### config.mk
export PLATFORM = sky130hd
export DESIGN_NAME = mlp_axil_cfg_loader
export DESIGN_NICKNAME = d
export VERILOG_FILES = /design/src/rtl/mlp_axil_cfg_loader_pkg.sv /design/src/rtl/mlp_axil_cfg_loader_axil_wr_txn.sv /design/src/rtl/mlp_axil_cfg_loader.sv
export SDC_FILE = /design/constraint.sdc
export NUM_CORES = 1
export LEC_CHECK = 0
export ABC_AREA = 1
export BUFFER_PORTS_ARGS = -buffer_cell sky130_fd_sc_hd__buf_2
export CAP_MARGIN = 30
export CORE_MARGIN = 2
export CORE_UTILIZATION = 50
export DETAILED_ROUTE_END_ITERATION = 12
export PLACE_DENSITY = 0.8
export SYNTH_ARGS = -nofsm -noshare
export SYNTH_HDL_FRONTEND = slang
export SYNTH_SLANG_ARGS = --single-unit
### constraint.sdc
create_clock -name s_axi_aclk -period 2.8 [get_ports s_axi_aclk]
set_input_delay 0.28 -clock s_axi_aclk [delete_from_list [all_inputs] [get_ports s_axi_aclk]]
set_output_delay 0.28 -clock s_axi_aclk [all_outputs]
set_load 0.02 [all_outputs]
### src/rtl/mlp_axil_cfg_loader_pkg.sv
// Shared definitions for the MLP AXI-Lite configuration loader: accelerator register offsets,
// FSM state encodings and the AXI OKAY response code.
package mlp_axil_cfg_loader_pkg;

    // Accelerator register map (byte offsets on its AXI-Lite slave)
    localparam logic [4:0] OFS_WEIGHT = 5'h00;
    localparam logic [4:0] OFS_BIAS   = 5'h04;
    localparam logic [4:0] OFS_NNOUT  = 5'h08;
    localparam logic [4:0] OFS_LAYER  = 5'h10;
    localparam logic [4:0] OFS_NEURON = 5'h14;

    localparam logic [1:0] AXI_RESP_OKAY = 2'b00;

    // Load sequencer
    typedef enum logic [2:0] {
        StIdle,
        StWrLayer,
        StWrNeuron,
        StWrWeight,
        StWrBias,
        StDone
    } load_state_e;

    // Result readback channel
    typedef enum logic [1:0] {
        RdIdle,
        RdAddr,
        RdData
    } rd_state_e;

endpackage

### src/rtl/mlp_axil_cfg_loader_axil_wr_txn.sv
// Single AXI4-Lite write transaction engine. A req in idle latches addr/data; AW and W are
// raised together on the next cycle, each dropped on its own ready, and bready is raised only
// once both have been accepted. ack pulses on the B handshake with the slave's response.
module mlp_axil_cfg_loader_axil_wr_txn
    import mlp_axil_cfg_loader_pkg::*;
#(
    parameter int unsigned ADDR_WIDTH = 5,
    parameter int unsigned DATA_WIDTH = 32
) (
    input  logic                    clk,
    input  logic                    rst_n,
    input  logic                    req,
    input  logic [ADDR_WIDTH-1:0]   addr,
    input  logic [DATA_WIDTH-1:0]   data,
    output logic                    ack,
    output logic [1:0]              resp,
    output logic [ADDR_WIDTH-1:0]   awaddr,
    output logic [2:0]              awprot,
    output logic                    awvalid,
    input  logic                    awready,
    output logic [DATA_WIDTH-1:0]   wdata,
    output logic [DATA_WIDTH/8-1:0] wstrb,
    output logic                    wvalid,
    input  logic                    wready,
    input  logic [1:0]              bresp,
    input  logic                    bvalid,
    output logic                    bready
);

    logic                  active_q, active_d;
    logic                  aw_pend_q, aw_pend_d;
    logic                  w_pend_q, w_pend_d;
    logic [ADDR_WIDTH-1:0] addr_q, addr_d;
    logic [DATA_WIDTH-1:0] data_q, data_d;

    // Next-state: launch on req, retire each channel on its handshake, free on B
    always_comb begin
        active_d  = active_q;
        aw_pend_d = aw_pend_q;
        w_pend_d  = w_pend_q;
        addr_d    = addr_q;
        data_d    = data_q;
        if (!active_q) begin
            if (req) begin
                active_d  = 1'b1;
                aw_pend_d = 1'b1;
                w_pend_d  = 1'b1;
                addr_d    = addr;
                data_d    = data;
            end
        end else begin
            if (aw_pend_q && awready) aw_pend_d = 1'b0;
            if (w_pend_q && wready)   w_pend_d  = 1'b0;
            if (ack)                  active_d  = 1'b0;
        end
    end

    // Transaction state registers
    always_ff @(posedge clk or negedge rst_n) begin
        if (!rst_n) begin
            active_q  <= 1'b0;
            aw_pend_q <= 1'b0;
            w_pend_q  <= 1'b0;
            addr_q    <= '0;
            data_q    <= '0;
        end else begin
            active_q  <= active_d;
            aw_pend_q <= aw_pend_d;
            w_pend_q  <= w_pend_d;
            addr_q    <= addr_d;
            data_q    <= data_d;
        end
    end

    // Bus outputs come straight from registers so reset clears them at once
    always_comb begin
        awaddr  = addr_q;
        awprot  = 3'b000;
        awvalid = aw_pend_q;
        wdata   = data_q;
        wstrb   = '1;
        wvalid  = w_pend_q;
        bready  = active_q && !aw_pend_q && !w_pend_q;
        ack     = bready && bvalid;
        resp    = bresp;
    end

endmodule

### src/rtl/mlp_axil_cfg_loader.sv
// AXI4-Lite master that programs one MLP neuron: layer, neuron, N weights from a valid/ready
// stream, then a bias word. Optional result readback of nnOut on a rising intr edge is
// compiled in with the MLP_LOADER_READBACK_EN macro.
module mlp_axil_cfg_loader
    import mlp_axil_cfg_loader_pkg::*;
#(
    parameter int unsigned C_M_AXI_DATA_WIDTH = 32,
    parameter int unsigned C_M_AXI_ADDR_WIDTH = 5,
    parameter logic [C_M_AXI_ADDR_WIDTH-1:0] REG_WEIGHT = C_M_AXI_ADDR_WIDTH'(OFS_WEIGHT),
    parameter logic [C_M_AXI_ADDR_WIDTH-1:0] REG_BIAS   = C_M_AXI_ADDR_WIDTH'(OFS_BIAS),
    parameter logic [C_M_AXI_ADDR_WIDTH-1:0] REG_NNOUT  = C_M_AXI_ADDR_WIDTH'(OFS_NNOUT),
    parameter logic [C_M_AXI_ADDR_WIDTH-1:0] REG_LAYER  = C_M_AXI_ADDR_WIDTH'(OFS_LAYER),
    parameter logic [C_M_AXI_ADDR_WIDTH-1:0] REG_NEURON = C_M_AXI_ADDR_WIDTH'(OFS_NEURON)
) (
    input  logic                            s_axi_aclk,
    input  logic                            s_axi_aresetn,
    input  logic                            start,
    input  logic [C_M_AXI_DATA_WIDTH-1:0]   cfg_layer,
    input  logic [C_M_AXI_DATA_WIDTH-1:0]   cfg_neuron,
    input  logic [15:0]                     cfg_num_weight,
    input  logic [C_M_AXI_DATA_WIDTH-1:0]   wt_data,
    input  logic                            wt_valid,
    output logic                            wt_ready,
    output logic [C_M_AXI_ADDR_WIDTH-1:0]   m_axi_awaddr,
    output logic [2:0]                      m_axi_awprot,
    output logic                            m_axi_awvalid,
    input  logic                            m_axi_awready,
    output logic [C_M_AXI_DATA_WIDTH-1:0]   m_axi_wdata,
    output logic [C_M_AXI_DATA_WIDTH/8-1:0] m_axi_wstrb,
    output logic                            m_axi_wvalid,
    input  logic                            m_axi_wready,
    input  logic [1:0]                      m_axi_bresp,
    input  logic                            m_axi_bvalid,
    output logic                            m_axi_bready,
    output logic [C_M_AXI_ADDR_WIDTH-1:0]   m_axi_araddr,
    output logic [2:0]                      m_axi_arprot,
    output logic                            m_axi_arvalid,
    input  logic                            m_axi_arready,
    input  logic [C_M_AXI_DATA_WIDTH-1:0]   m_axi_rdata,
    input  logic [1:0]                      m_axi_rresp,
    input  logic                            m_axi_rvalid,
    output logic                            m_axi_rready,
    input  logic                            intr,
    output logic                            busy,
    output logic                            done,
    output logic                            err,
    output logic [C_M_AXI_DATA_WIDTH-1:0]   res_data,
    output logic                            res_valid
);

    load_state_e                   state_q, state_d;
    logic [15:0]                   cnt_q, cnt_d;
    logic [15:0]                   num_q;
    logic [C_M_AXI_DATA_WIDTH-1:0] layer_q, neuron_q;
    logic                          issued_q, issued_d;
    logic                          err_q, err_d;

    logic                          launch;
    logic                          rd_busy;
    logic                          rd_err;
    logic                          last_weight;

    logic                          txn_req;
    logic [C_M_AXI_ADDR_WIDTH-1:0] txn_addr;
    logic [C_M_AXI_DATA_WIDTH-1:0] txn_data;
    logic                          txn_ack;
    logic [1:0]                    txn_resp;

    // Widened so N = 65535 terminates without the counter wrapping
    assign last_weight = ({1'b0, cnt_q} + 17'd1) == {1'b0, num_q};

    // Sequencer next-state; issued_q marks that this state's write has been handed off
    always_comb begin
        state_d  = state_q;
        cnt_d    = cnt_q;
        issued_d = issued_q;
        err_d    = err_q;
        txn_req  = 1'b0;
        txn_addr = REG_LAYER;
        txn_data = layer_q;
        wt_ready = 1'b0;
        done     = 1'b0;
        unique case (state_q)
            StIdle: begin
                if (launch) begin
                    state_d  = StWrLayer;
                    cnt_d    = '0;
                    issued_d = 1'b0;
                    err_d    = 1'b0;
                end
            end
            StWrLayer: begin
                txn_req = !issued_q;
                if (txn_ack) state_d = StWrNeuron;
            end
            StWrNeuron: begin
                txn_addr = REG_NEURON;
                txn_data = neuron_q;
                txn_req  = !issued_q;
                if (txn_ack) state_d = (num_q == 16'd0) ? StWrBias : StWrWeight;
            end
            StWrWeight: begin
                txn_addr = REG_WEIGHT;
                txn_data = wt_data;
                wt_ready = !issued_q;
                txn_req  = wt_ready && wt_valid;
                if (txn_ack) begin
                    if (last_weight) state_d = StWrBias;
                    else             cnt_d   = cnt_q + 16'd1;
                end
            end
            StWrBias: begin
                txn_addr = REG_BIAS;
                txn_data = wt_data;
                wt_ready = !issued_q;
                txn_req  = wt_ready && wt_valid;
                if (txn_ack) state_d = StDone;
            end
            StDone: begin
                done    = 1'b1;
                state_d = StIdle;
            end
            default: state_d = StIdle;
        endcase
        if (txn_req) issued_d = 1'b1;
        if (txn_ack) issued_d = 1'b0;
        if ((txn_ack && (txn_resp != AXI_RESP_OKAY)) || rd_err) err_d = 1'b1;
    end

    // Sequencer registers
    always_ff @(posedge s_axi_aclk or negedge s_axi_aresetn) begin
        if (!s_axi_aresetn) begin
            state_q  <= StIdle;
            cnt_q    <= '0;
            issued_q <= 1'b0;
            err_q    <= 1'b0;
        end else begin
            state_q  <= state_d;
            cnt_q    <= cnt_d;
            issued_q <= issued_d;
            err_q    <= err_d;
        end
    end

    // Configuration captured on any start seen in idle (also while a read holds it off)
    always_ff @(posedge s_axi_aclk or negedge s_axi_aresetn) begin
        if (!s_axi_aresetn) begin
            layer_q  <= '0;
            neuron_q <= '0;
            num_q    <= '0;
        end else if ((state_q == StIdle) && start) begin
            layer_q  <= cfg_layer;
            neuron_q <= cfg_neuron;
            num_q    <= cfg_num_weight;
        end
    end

    assign busy = (state_q != StIdle);
    assign err  = err_q;

    mlp_axil_cfg_loader_axil_wr_txn #(
        .ADDR_WIDTH (C_M_AXI_ADDR_WIDTH),
        .DATA_WIDTH (C_M_AXI_DATA_WIDTH)
    ) u_wr_txn (
        .clk     (s_axi_aclk),
        .rst_n   (s_axi_aresetn),
        .req     (txn_req),
        .addr    (txn_addr),
        .data    (txn_data),
        .ack     (txn_ack),
        .resp    (txn_resp),
        .awaddr  (m_axi_awaddr),
        .awprot  (m_axi_awprot),
        .awvalid (m_axi_awvalid),
        .awready (m_axi_awready),
        .wdata   (m_axi_wdata),
        .wstrb   (m_axi_wstrb),
        .wvalid  (m_axi_wvalid),
        .wready  (m_axi_wready),
        .bresp   (m_axi_bresp),
        .bvalid  (m_axi_bvalid),
        .bready  (m_axi_bready)
    );

`ifdef MLP_LOADER_READBACK_EN
    rd_state_e                     rd_q, rd_d;
    logic                          intr_q;
    logic                          pend_q, pend_d;
    logic [C_M_AXI_DATA_WIDTH-1:0] res_data_q, res_data_d;
    logic                          res_valid_q, res_valid_d;
    logic                          intr_rise;
    logic                          rd_window;

    assign intr_rise = intr && !intr_q;
    assign rd_window = (state_q == StIdle) || (state_q == StDone);
    assign rd_busy   = (rd_q != RdIdle);
    // A start that lands during a read is remembered and launched once R completes
    assign launch    = (state_q == StIdle) && (start || pend_q) && !rd_busy;

    // Readback next-state: one AR to nnOut per intr rising edge outside a load
    always_comb begin
        rd_d        = rd_q;
        pend_d      = pend_q;
        res_data_d  = res_data_q;
        res_valid_d = 1'b0;
        rd_err      = 1'b0;
        unique case (rd_q)
            RdIdle: if (intr_rise && rd_window) rd_d = RdAddr;
            RdAddr: if (m_axi_arready) rd_d = RdData;
            RdData: begin
                if (m_axi_rvalid) begin
                    rd_d        = RdIdle;
                    res_data_d  = m_axi_rdata;
                    res_valid_d = 1'b1;
                    rd_err      = (m_axi_rresp != AXI_RESP_OKAY);
                end
            end
            default: rd_d = RdIdle;
        endcase
        if ((state_q == StIdle) && start && rd_busy) pend_d = 1'b1;
        if (launch) pend_d = 1'b0;
    end

    // Readback registers
    always_ff @(posedge s_axi_aclk or negedge s_axi_aresetn) begin
        if (!s_axi_aresetn) begin
            rd_q        <= RdIdle;
            intr_q      <= 1'b0;
            pend_q      <= 1'b0;
            res_data_q  <= '0;
            res_valid_q <= 1'b0;
        end else begin
            rd_q        <= rd_d;
            intr_q      <= intr;
            pend_q      <= pend_d;
            res_data_q  <= res_data_d;
            res_valid_q <= res_valid_d;
        end
    end

    assign m_axi_araddr  = REG_NNOUT;
    assign m_axi_arprot  = 3'b000;
    assign m_axi_arvalid = (rd_q == RdAddr);
    assign m_axi_rready  = (rd_q == RdData);
    assign res_data      = res_data_q;
    assign res_valid     = res_valid_q;
`else
    logic unused_rd;

    assign unused_rd     = ^{intr, m_axi_arready, m_axi_rdata, m_axi_rresp, m_axi_rvalid,
                             REG_NNOUT};
    assign rd_busy       = 1'b0;
    assign rd_err        = 1'b0;
    assign launch        = (state_q == StIdle) && start && !rd_busy;
    assign m_axi_araddr  = '0;
    assign m_axi_arprot  = 3'b000;
    assign m_axi_arvalid = 1'b0;
    assign m_axi_rready  = 1'b0;
    assign res_data      = '0;
    assign res_valid     = 1'b0;
`endif

endmodule

==> impl_results.md <==
* Status: complete, no violations
* Global-route wire length before repair at 28400 um
* Global placer's final weighted congestion at 0.895
* Class of the tightest hold or removal check: in -> reg
* Final hold slack at 29.3 ps
* Clock insertion delay at the later pin of the skew report at 420 ps
* Die area at 0.0149 mm^2
* Period minus WS final at 2540 ps
* Cell variety after synth at 32
* Leakage power of the design at 0.00432 uW
* Slowest cell on the critical path: dfrtp_1
* Maximum clock frequency at 393 MHz
* Die Width at 122 um
* Top-area cell type share of the netlist area at 49.5%
* Utilization of the core after routing at 60.6%
* Transition time at the pin with the least slew margin at 683 ps
* Initial cell density of the core at 50.6%
* CP startpoint kind: flop
* Overall die height at 122 um
* Area of the core at 0.0138 mm^2
* Worst vdd rail ir drop at 0.000570 V
* Critical path peak fanout at 17
* Worst endpoint data arrival time at 2890 ps
* 1st-pass router iterations at 5
* Remaining antenna violation count after routing at 0
* Routed length per placed instance at 14.0 um
* Total vias in the final route at 6162
* Fin Clk Skew at 8.36 ps
* Drt initial violations at 367
* Number of maximum-capacitance constraint violations at 0
* Summed negative setup slack over all endpoints at 0 ps
* Half-perimeter wire length after detailed placement at 11600 um
* Number of nets in the layout at 1207
* Hold Violations, Final at 0
* Top Family by Delay on Critical Path: simple AND/OR/NAND/NOR gates
* Via count of the first global-routing pass at 5988
* Cell at the root of the clock tree: clkbuf_16
* Share of the yosys chip area belonging to registers at 49.5%
* Cell breakdown of the critical path: ha_2 > nand2_1 > nor2_1 > nand2_1 > nand2_1 > nand2_1 > nand2_1 > nand2_1 > nor2_1 > nand2_1 > nor2_1 > nand3_1 > nand2_2 > nand2_4 > nand2_4 > nand2_1 > nand2_1
* Most frequent cell after synthesis: nand2_1
* GR Util All Layers at 24.3%
* Yosys top cell by area: dfrtp_1
* Pin count of the biggest net entering global routing at 97
* Number of warnings issued by yosys at 0
* Mean post-synth cell area at 7.78 um^2
* Total wire length at 17400 um
* Library cell appearing most often on the critical path: nand2_1
* Number of buffer and inverter stages on the critical path at 0
* Final Max Slew Viols at 0
* Total power divided by cell area at 1110 mW/mm^2
* Number of buffers created by CTS at 17
* Number of rows created at floorplan at 43
* Layout-stage area growth over the synthesis result at 19.6%
* Final setup violation count at 0
* Number of remaining DRC errors at 0
* Clock tree sinks at 138
* Final antenna diode count at 0
* Synth area leaders: dfrtp_1 (50%), nand2_1 (20%), buf_4 (5.8%), nor2_1 (4.2%), a22oi_1 (3.4%)
* Setup repair after global routing missed its margin: no
* Number of buffers between clock root and the deepest sink at 2
* Data required, critical path at 3150 ps
* Non-Filler Cell Area, Final at 0.00834 mm^2
* Most common library cells after synthesis: nand2_1 (363), dfrtp_1 (138), nor2_1 (78)
* Critical path start-end classification: reg -> reg
* Antenna violations before repair at 0
* Peak per-stage delay on the critical path at 420 ps
* Mapped cell area at 0.00697 mm^2
* Most used flip-flop cell after synthesis: dfrtp_1
* H-tree depth reported by CTS at 4
* Synth Register Bits at 138
* Critical Path End Type: flop
* Fraction of layout cells with a size suffix above 1 at 20.5%
* Relative slew slack at 54.4%
* Number of fillers in the final layout at 1267
* Grt total ovfl at 0
* Dpl cell area at 0.00777 mm^2
* Count of pins on the block boundary at 252
* Clk slew on worst S/H paths at 60 ps
* Clock tree from TritonCTS: yes
* Post-Syn Instances at 896
* Number of port buffers at 161
* Async set-reset flop share out of synthesis at 100%
* Final worst path period share at 90.8%
* Via density at 4.97
* Count of flip-flops with a built-in enable after synthesis at 0
registers in the layout (all words and copies together) (netlist names):
register,count
layer_q,32
err,1
cnt_q,16
u_wr_txn.wvalid,1
u_wr_txn.active_q,1
u_wr_txn.awvalid,1
u_wr_txn.awaddr,2
num_q,16
state_q,3
u_wr_txn.wdata,32
neuron_q,32
issued_q,1
path summary, 6_finish.rpt:
check	start	to	slack, ps	cells after the start
max in group asynchronous	s_axi_aresetn	neuron_q[17]$_DFFE_PN0P_	1650	3
min in group asynchronous	s_axi_aresetn	num_q[5]$_DFFE_PN0P_	450	2
setup reg to reg	cnt_q[0]$_DFFE_PN0P_	cnt_q[14]$_DFFE_PN0P_	260	17
setup / recovery	cnt_q[0]$_DFFE_PN0P_	cnt_q[14]$_DFFE_PN0P_	260	17
hold reg to reg	layer_q[8]$_DFFE_PN0P_	layer_q[8]$_DFFE_PN0P_	470	2
hold / removal	m_axi_wready	u_wr_txn.wvalid$_DFFE_PN0P_	30	2
power breakdown:
| group | internal, uW | switching [uW] | leakage (uW) |
|---|---|---|---|
| registers | 2880 | 492 | 0.00170 |
| clock network | 1300 | 845 | 0.000270 |
| logic | 1200 | 2500 | 0.00235 |
cells by family (layout without fill, tap and decap cells):
family	count (synthesis)	after routing	synth area share, %
AND/OR/NAND/NOR	509	509	29.6
buffers and inverters	139	252	10.9
flip-flops	138	138	49.5
AO/OA/AOI/OAI	105	105	9.46
other	2	53	0.108
XOR/XNOR	2	2	0.251
adder cells (fa/ha/maj)	1	1	0.179
cell usage in the layout (no fill, tap or decap), types with 7 or more instances in the layout:
master     instances
nor2_1            76
conb_1            53
a31oi_1           32
a22oi_1           32
inv_1             43
buf_4              7
a21oi_1           10
nand3_1           42
o21ai_0           26
nand4_1           13
buf_2            160
clkbuf_16         17
nand2_1          363
dfrtp_1          138
what timing repair did:
action	CTS	global route
setup buffers	0	0
hold buffers	1	0
resized for setup	0	1
hold endpoints to repair	71	0
endpoints found under the setup margin	0	16
stage by stage:
stage,instances,setup WS (ps),total power (uW)
2_1_floorplan,947,504,5970
3_3_place_gp,1208,343,6980
3_5_place_dp,1208,317,7100
4_1_cts,1240,232,9290
5_1_grt,1240,7.74,9930
6_report,1240,258,9220
metal layers:
metal  GRT usage [%]  vias to the layer above  share of wire [%]
met5               0                        -                  0
met4            9.77                        0                2.1
met3            5.38                       33                5.3
met2            40.0                      179                 49
met1            31.3                     2875                 43
li1                -                     3075                  -
layout make-up:
| class | count | area, um^2 | share of cell area [%] |
|---|---|---|---|
| Sequential cell | 138 | 3450 | 41.4 |
| Multi-Input combinational cell | 670 | 2970 | 35.6 |
| Timing Repair Buffer | 173 | 955 | 11.4 |
| Clock buffer | 20 | 437 | 5.24 |
| Tap cell | 180 | 225 | 2.70 |
| Inverter | 48 | 180 | 2.16 |
| Clock inverter | 11 | 125 | 1.50 |
worst register-to-register path: cells and delay by family (launching register included):
| family | cells | cell delay [ps] |
|---|---|---|
| flip-flops | 1 | 420 |
| AND/OR/NAND/NOR | 16 | 1800 |
| adder cells (fa/ha/maj) | 1 | 280 |
(Power assumes the default switching activity.)
